### config.mk
export PLATFORM = sky130hd
export DESIGN_NAME = am_envelope_demod
export DESIGN_NICKNAME = d
export VERILOG_FILES = /design/src/rtl/am_envelope_demod.sv
export SDC_FILE = /design/constraint.sdc
export NUM_CORES = 1
export LEC_CHECK = 0
export ABC_AREA = 1
export BUFFER_PORTS_ARGS = -buffer_cell sky130_fd_sc_hd__buf_2
export CORE_MARGIN = 3
export CORE_UTILIZATION = 30
export DETAILED_ROUTE_END_ITERATION = 10
export GPL_TIMING_DRIVEN = 0
export PLACE_DENSITY_LB_ADDON = 0.3
export REMOVE_ABC_BUFFERS = 1
export SETUP_SLACK_MARGIN = 0.1
export SLEW_MARGIN = 25
export SYNTH_ARGS = -nofsm -noshare
export SYNTH_HDL_FRONTEND = slang
export SYNTH_SLANG_ARGS = --single-unit
### constraint.sdc
create_clock -name clk_in -period 3.08 [get_ports clk_in]
set_input_delay 0.462 -clock clk_in [delete_from_list [all_inputs] [get_ports clk_in]]
set_output_delay 0.462 -clock clk_in [all_outputs]
set_load 0.01 [all_outputs]
### src/rtl/am_envelope_demod.sv
// am_envelope_demod
// Envelope demodulator for the two-way voice link receive/loop-back path.
// The signed AM input is full-wave rectified, then averaged over blocks of
// 2^DECIM_LOG2 valid samples (integrate-and-dump). When the build macro
// AM_DEMOD_DC_BLOCK_EN is defined, a first-order DC tracker removes the
// carrier level from the block mean; otherwise the mean itself is the audio.
// A squelch forces the audio to zero when the block mean is below threshold.
//
// Ports
//   clk_in        in   1               single clock
//   RST_n         in   1               asynchronous active-low reset
//   wave_in       in   INPUT_WIDTH     signed AM sample
//   wave_valid    in   1               wave_in accepted on this rising edge
//   squelch_level in   INPUT_WIDTH-1   unsigned carrier threshold
//   env_out       out  INPUT_WIDTH-1   unsigned block-mean envelope
//   audio_out     out  INPUT_WIDTH     signed recovered audio
//   carrier_ok    out  1               last block mean >= squelch_level
//   out_valid     out  1               one-cycle strobe for the outputs
//
// Latency: last sample of a block accepted at E0, mean formed at E1,
// outputs registered at E2 (out_valid high for the cycle after E2).

module am_envelope_demod #(
  parameter int unsigned INPUT_WIDTH = 12,
  parameter int unsigned DECIM_LOG2  = 8,
  parameter int unsigned DC_SHIFT    = 10
) (
  input  logic                          clk_in,
  input  logic                          RST_n,
  input  logic signed [INPUT_WIDTH-1:0] wave_in,
  input  logic                          wave_valid,
  input  logic        [INPUT_WIDTH-2:0] squelch_level,
  output logic        [INPUT_WIDTH-2:0] env_out,
  output logic signed [INPUT_WIDTH-1:0] audio_out,
  output logic                          carrier_ok,
  output logic                          out_valid
);

  localparam int unsigned RW = INPUT_WIDTH - 1;     // rectified / mean width
  localparam int unsigned AW = RW + DECIM_LOG2;     // block accumulator width
  localparam int unsigned CW = DECIM_LOG2;          // block sample counter width
  localparam int unsigned DW = RW + DC_SHIFT;       // DC tracker state width

  // Elaboration-time parameter range guard
  if (INPUT_WIDTH < 2) begin : g_bad_width
    $error("am_envelope_demod: INPUT_WIDTH must be at least 2");
  end
  if (DECIM_LOG2 < 1 || DECIM_LOG2 > 12) begin : g_bad_decim
    $error("am_envelope_demod: DECIM_LOG2 must be in 1..12");
  end
  if (DC_SHIFT < 1 || DC_SHIFT > 16) begin : g_bad_shift
    $error("am_envelope_demod: DC_SHIFT must be in 1..16");
  end

  // ---------------------------------------------------------------------
  // Rectify stage
  // ---------------------------------------------------------------------
  logic              w_neg;
  logic              w_most_neg;
  logic [INPUT_WIDTH-1:0] w_negated;
  logic [RW-1:0]     w_rect;

  logic [RW-1:0]     r_rect;
  logic              r_rect_vld;

  // The most negative code has no positive twin; clamp it to full scale.
  always_comb begin
    w_neg      = wave_in[INPUT_WIDTH-1];
    w_most_neg = w_neg && (wave_in[RW-1:0] == '0);
    w_negated  = -wave_in;
    if (w_most_neg) begin
      w_rect = '1;
    end else if (w_neg) begin
      w_rect = w_negated[RW-1:0];
    end else begin
      w_rect = wave_in[RW-1:0];
    end
  end

  // Register |wave_in| and pipeline its valid
  always_ff @(posedge clk_in or negedge RST_n) begin
    if (!RST_n) begin
      r_rect     <= '0;
      r_rect_vld <= 1'b0;
    end else begin
      r_rect_vld <= wave_valid;
      if (wave_valid) begin
        r_rect <= w_rect;
      end
    end
  end

  // ---------------------------------------------------------------------
  // Integrate-and-dump stage
  // ---------------------------------------------------------------------
  logic [AW-1:0] w_sum;
  logic          w_last;
  logic [RW-1:0] w_mean_next;

  logic [AW-1:0] r_acc;
  logic [CW-1:0] r_cnt;
  logic [RW-1:0] r_mean;
  logic          r_mean_vld;

  // AW bits hold 2^DECIM_LOG2 full-scale samples, so the sum cannot wrap.
  always_comb begin
    w_sum       = r_acc + AW'(r_rect);
    w_last      = &r_cnt;
    w_mean_next = RW'(w_sum >> DECIM_LOG2);
  end

  // Accumulate valid samples; dump the mean on the last one of each block
  always_ff @(posedge clk_in or negedge RST_n) begin
    if (!RST_n) begin
      r_acc      <= '0;
      r_cnt      <= '0;
      r_mean     <= '0;
      r_mean_vld <= 1'b0;
    end else begin
      r_mean_vld <= 1'b0;
      if (r_rect_vld) begin
        if (w_last) begin
          r_acc      <= '0;
          r_cnt      <= '0;
          r_mean     <= w_mean_next;
          r_mean_vld <= 1'b1;
        end else begin
          r_acc <= w_sum;
          r_cnt <= r_cnt + CW'(1);
        end
      end
    end
  end

  // ---------------------------------------------------------------------
  // Output stage
  // ---------------------------------------------------------------------
  logic                          w_ok;
  logic signed [INPUT_WIDTH-1:0] w_audio_raw;

  logic        [RW-1:0]          r_env;
  logic signed [INPUT_WIDTH-1:0] r_audio;
  logic                          r_ok;
  logic                          r_out_vld;

  assign w_ok = (r_mean >= squelch_level);

`ifdef AM_DEMOD_DC_BLOCK_EN

  typedef enum logic [0:0] {
    ST_WARMUP = 1'b0,
    ST_RUN    = 1'b1
  } state_t;

  state_t        r_state;
  logic [DW-1:0] r_dc_acc;
  logic [RW-1:0] w_dc;
  logic [DW-1:0] w_dc_acc_next;

  // Tracker output is the integer part of dc_acc; both operands are
  // non-negative and below 2^RW, so their difference fits INPUT_WIDTH.
  always_comb begin
    w_dc          = RW'(r_dc_acc >> DC_SHIFT);
    w_audio_raw   = {1'b0, r_mean} - {1'b0, w_dc};
    w_dc_acc_next = r_dc_acc + DW'(r_mean) - DW'(w_dc);
  end

  // WARMUP seeds the tracker from the first block mean; RUN reports blocks
  always_ff @(posedge clk_in or negedge RST_n) begin
    if (!RST_n) begin
      r_state   <= ST_WARMUP;
      r_dc_acc  <= '0;
      r_env     <= '0;
      r_audio   <= '0;
      r_ok      <= 1'b0;
      r_out_vld <= 1'b0;
    end else begin
      r_out_vld <= 1'b0;
      if (r_mean_vld) begin
        case (r_state)
          ST_WARMUP: begin
            r_dc_acc <= DW'(r_mean) << DC_SHIFT;
            r_state  <= ST_RUN;
          end
          ST_RUN: begin
            r_dc_acc  <= w_dc_acc_next;
            r_env     <= r_mean;
            r_audio   <= w_ok ? w_audio_raw : '0;
            r_ok      <= w_ok;
            r_out_vld <= 1'b1;
          end
          default: begin
            r_state <= ST_WARMUP;
          end
        endcase
      end
    end
  end

`else

  // Without DC removal the zero-extended mean is the audio sample
  assign w_audio_raw = {1'b0, r_mean};

  // Report every block
  always_ff @(posedge clk_in or negedge RST_n) begin
    if (!RST_n) begin
      r_env     <= '0;
      r_audio   <= '0;
      r_ok      <= 1'b0;
      r_out_vld <= 1'b0;
    end else begin
      r_out_vld <= 1'b0;
      if (r_mean_vld) begin
        r_env     <= r_mean;
        r_audio   <= w_ok ? w_audio_raw : '0;
        r_ok      <= w_ok;
        r_out_vld <= 1'b1;
      end
    end
  end

`endif

  assign env_out    = r_env;
  assign audio_out  = r_audio;
  assign carrier_ok = r_ok;
  assign out_valid  = r_out_vld;

endmodule

Word-level counts from Yosys, hierarchy flattened
Cells that the tools add are included.
Storage, ports and cells
  register bits after elaboration: 76
  input port bits: 26
  output and inout bits: 25
  word-level logic and storage cells: 26
Cells by class
  add/subtract/negate cells: 3
  magnitude comparators: 1
  mux-type cells: 8
  reduce and logical (&&, ||, !) cells: 4
Operators by type and width (number)
  2-to-1 mux 11 bit: 3
  adder 19 x 11 -> 19 bit: 1
  2-to-1 mux 19 bit: 1
  greater-or-equal comparator 11 bit: 1
  zero test 11 bit: 1
  negation 11 bit: 1
  AND reduction 9 bit: 1
  adder 8 x 1 -> 8 bit (second input constant): 1
  2-to-1 mux 8 bit: 1
  AND reduction 8 bit: 1
  2-to-1 mux 1 bit: 3
  logical AND 1 bit: 1

Depth between registers and ports, before layout
  depth after elaboration: 3
  gate-level depth with buffers: 13
  mapped depth without buffers: 13

Worst setup path before layout
No wires, ideal clock.
  path type: register -> register
  start: reg r_rect[0]
  end: reg r_acc[16]
  library setup time: 116 ps
  arrival: 1588 ps
  required time: 2964 ps
  setup slack: 1375 ps
  stages on the path, launching flop included: 14
  buffers on the path: 0
  period minus slack after synthesis: 1705 ps
  cell sequence: dfrtp_1 > ha_1 > inv_1 > fa_1 > inv_1 > nand3_1 > nand2_1 > nand3_1 > nand3_1 > nand2_1 > nand2_1 > nand2_1 > nand2_1 > nand2_1
Between the ends
  word-level cells in the longest chain between the ends: 2
Ends and longest elaborated chain
  start, declared: line 63  | logic [RW-1:0] r_rect;
  start signal, assigned: line 88  | r_rect <= w_rect;
  adder 19 x 11 -> 19 bit: line 107  | w_sum = r_acc + AW'(r_rect);
  2-to-1 mux 19 bit: line 122  | if (w_last) begin
  end signal, assigned: line 128  | r_acc <= w_sum;
  end, declared: line 100  | logic [AW-1:0] r_acc;
No other way between the ends.
A chain may end at the register's enable or synchronous reset.

Worst setup path in the final report
  start: reg r_acc[0]
  end: reg r_acc[16]
Between the ends
  word-level cells in the longest chain between the ends: 2
Ends and longest elaborated chain (line)
  adder 19 x 11 -> 19 bit: 107
  2-to-1 mux 19 bit: 122
No other way between the ends.

==> out/results.ini <==
[synthesis]
synth.most_common_cell=nand2_1
synth_edf_count=0
synth_top_area_cell=dfrtp_1
synth_top_cells_by_area=dfrtp_1 (44%), nand2_1 (18%), ha_1 (7.0%), nand3_1 (6.9%), inv_1 (5.6%)
synthDistinctLibCells=34
avgSynthCellArea_um2=7.41
seq_area_frac_synth_pct=43.7
synth_area_um2=4300
netlist_top_cells_count=nand2_1 (210), dfrtp_1 (75), inv_1 (64)
yosys_warnings=0
syn_inst=580
synth_async_sr_flop_share_pct=100
synthFlopType=dfrtp_1
synth_top_cell_area_share_pct=43.7
ys_ff_latch=75

[worst_setup_path]
critical_path.top_delay_family=simple AND/OR/NAND/NOR gates
critPathSlowestCell=fa_1
path_buf_inv=2
path_class=reg2reg
worstPathArrival_ps=2290
reg2reg_from=r_acc[0]
cp_max_fo=4
cp_cell_sequence=ha_1, inv_1, fa_1, inv_1, nand3_1, nand2_1, nand3_1, nand3_1, nand2_1, nand2_1, nand2_1, nand2_1, nand2_1
startpoint=r_acc[0]
critPathMostFrequentCell=nand2_1
endpoint_kind=flop
worstSetupStartpointType=flop
slowest_delay_ps=390
cp.required_ps=3300

[clock_network]
clock-root-buffer=clkbuf_16
cts_resized=0
post-cts-setup-buffers=0
clkSinkCount=75
cts_max_level=3
cts_tree=yes
numCtsBuffers=9
cts_hold_repair.buffers=0
insertion_delay_ps=330
cts_buffer_depth=2
clkSlewWorstSetupHoldPaths_ps=60

[route]
detail-route-antenna-nets=0
wl_per_cell_um=11.5
drc_errors=0
viasPerCell=4.56
drt_iter0_markers=198
vias=3708
routed_wl_um=9380
drt-pass1-iter-count=4

[timing]
rsz0062_at_grt=no
drv_slew=0
maxSlewHeadroom_pct=52.1
tns_ps=0
fin_crit_sh_pct=67.2
setup-violations-final=0
setup_ws_ps=1010
post-route-min-period_ps=2070
max_slew.worst_pin.slew_ps=718
final.setup_skew_ps=7.32
holdWs_ps=28.6
finalHoldViolCount=0
max_freq_ghz=0.483

[global_routing]
globalRouteOverflowTotal=0
grt_pass1_vias=3613
met2_usage_pct=20.3
grt_usage_pct=12.5
grt-busiest-layer=met2
grt_max_degree=53
antenna_found_initial=0
grt_pass1_wl_um=16600
use_met3_pct=2.97
met1_usage_pct=16.5

[power]
finalPower_mw=3.59
power_density_nw_per_um2=709
p_leak_nw=2.70
p_comb_share_pct=31.5
pwr-share-seq_pct=34.9
switching_share_pct=34.6
p_int_mw=2.35
power_switching_mw=1.24
clock_power_share_pct=33.6
peakVddDrop_mv=0.306

[placement]
numPortBuffers=49
place_hpwl_um=6910
dp.cells=797
gp_congestion=0.891
pre_cts_slack_ps=908
place_area_um2=4720

[final_layout]
layout.cells.non_filler=813
antenna_cells=0
nNetsFinal=679
fin_util_pct=36.4
fin_area_um2=5070
area_growth_pct=17.9
layout-drive-gt1-share_pct=12.8

[floorplanning]
die_width_um=126
core_area_um2=13900
rows=43
die-height_um=126
start_util_pct=30.8
die_area_um2=15800
ios=51

[min_path]
hp-class=in2async

[outcome]
status=completed

[job]
cap_violations=0

[worst paths after layout]
path                                   end  slack [ps]  cells after the start
worst min register to register  env_out[3]         470                      2
worst max register to register   r_acc[16]        1010                     13
worst min-delay path            env_out[1]          30                      1
min in group clk_in             r_rect_vld         400                      1
max in group asynchronous         r_acc[4]        2490                      2
worst max-delay path             r_acc[16]        1010                     13
[logic make-up (layout without fill, tap and decap cells)]
family | Yosys count | in the layout | synth area share, %
compound gates | 38 | 38 | 4.72
flops | 75 | 75 | 43.7
fa+ha+maj | 25 | 25 | 7.45
other cells | 1 | 1 | 0.0873
xor+xnor | 13 | 13 | 2.65
buf+inv | 81 | 134 | 7.71
simple gates | 347 | 347 | 33.7
[state kept, by name, summed over array words and instances (netlist names)]
signal / flops
audio_out: 11
carrier_ok: 1
env_out: 11
out_valid: 1
r_acc: 19
r_cnt: 8
r_mean: 11
r_mean_vld: 1
r_rect: 11
r_rect_vld: 1
[power groups by stage]
stage / combinational, mW / clock (mW) / sequential [mW]
finish: 1.13 / 1.21 / 1.25
global route: 1.34 / 1.29 / 1.27
CTS: 1.14 / 1.24 / 1.25
detailed placement: 1.12 / 0 / 1.27
global placement: 1.10 / 0 / 1.26
floorplan: 0.881 / 0 / 1.24
[layout make-up]
type	count	area [um^2]
Clock buffer	10	229
Clock inverter	6	113
Fill cell	1486	8870
Inverter	68	258
Multi-Input combinational cell	424	2090
Sequential cell	75	1880
Tap cell	180	225
Timing Repair Buffer	50	275
[layout by cell type, fill, tap and decap left out, types with 2 or more instances in the layout]
cell type	count
inv_1	64
nand4_1	6
nor2_1	50
buf_2	48
a21oi_1	15
xor2_1	9
or2_2	3
nand3_1	59
nor2_2	5
nand2_1	210
ha_1	24
bufinv_16	3
o21a_1	2
nor3_1	6
o21ai_0	17
dfrtp_1	75
nand2_2	3
clkbuf_16	9
xnor2_1	4
inv_2	2
[per-layer routing]
layer	wire (um)	vias up	part of all wire, %
met5	0	-	0
met1	4590	1663	49
met2	4080	103	43
met4	159	0	1.7
li1	-	1928	-
met3	555	14	5.9
[worst register-to-register path, stage by stage (launching register included)]
cell and delay (ps):
dfrtp_1 360, ha_1 180, inv_1 60, fa_1 390, inv_1 130, nand3_1 80
nand2_1 160, nand3_1 90, nand3_1 170, nand2_1 90, nand2_1 70, nand2_1 60
nand2_1 60, nand2_1 50
Power figures use the tool's default switching activity.
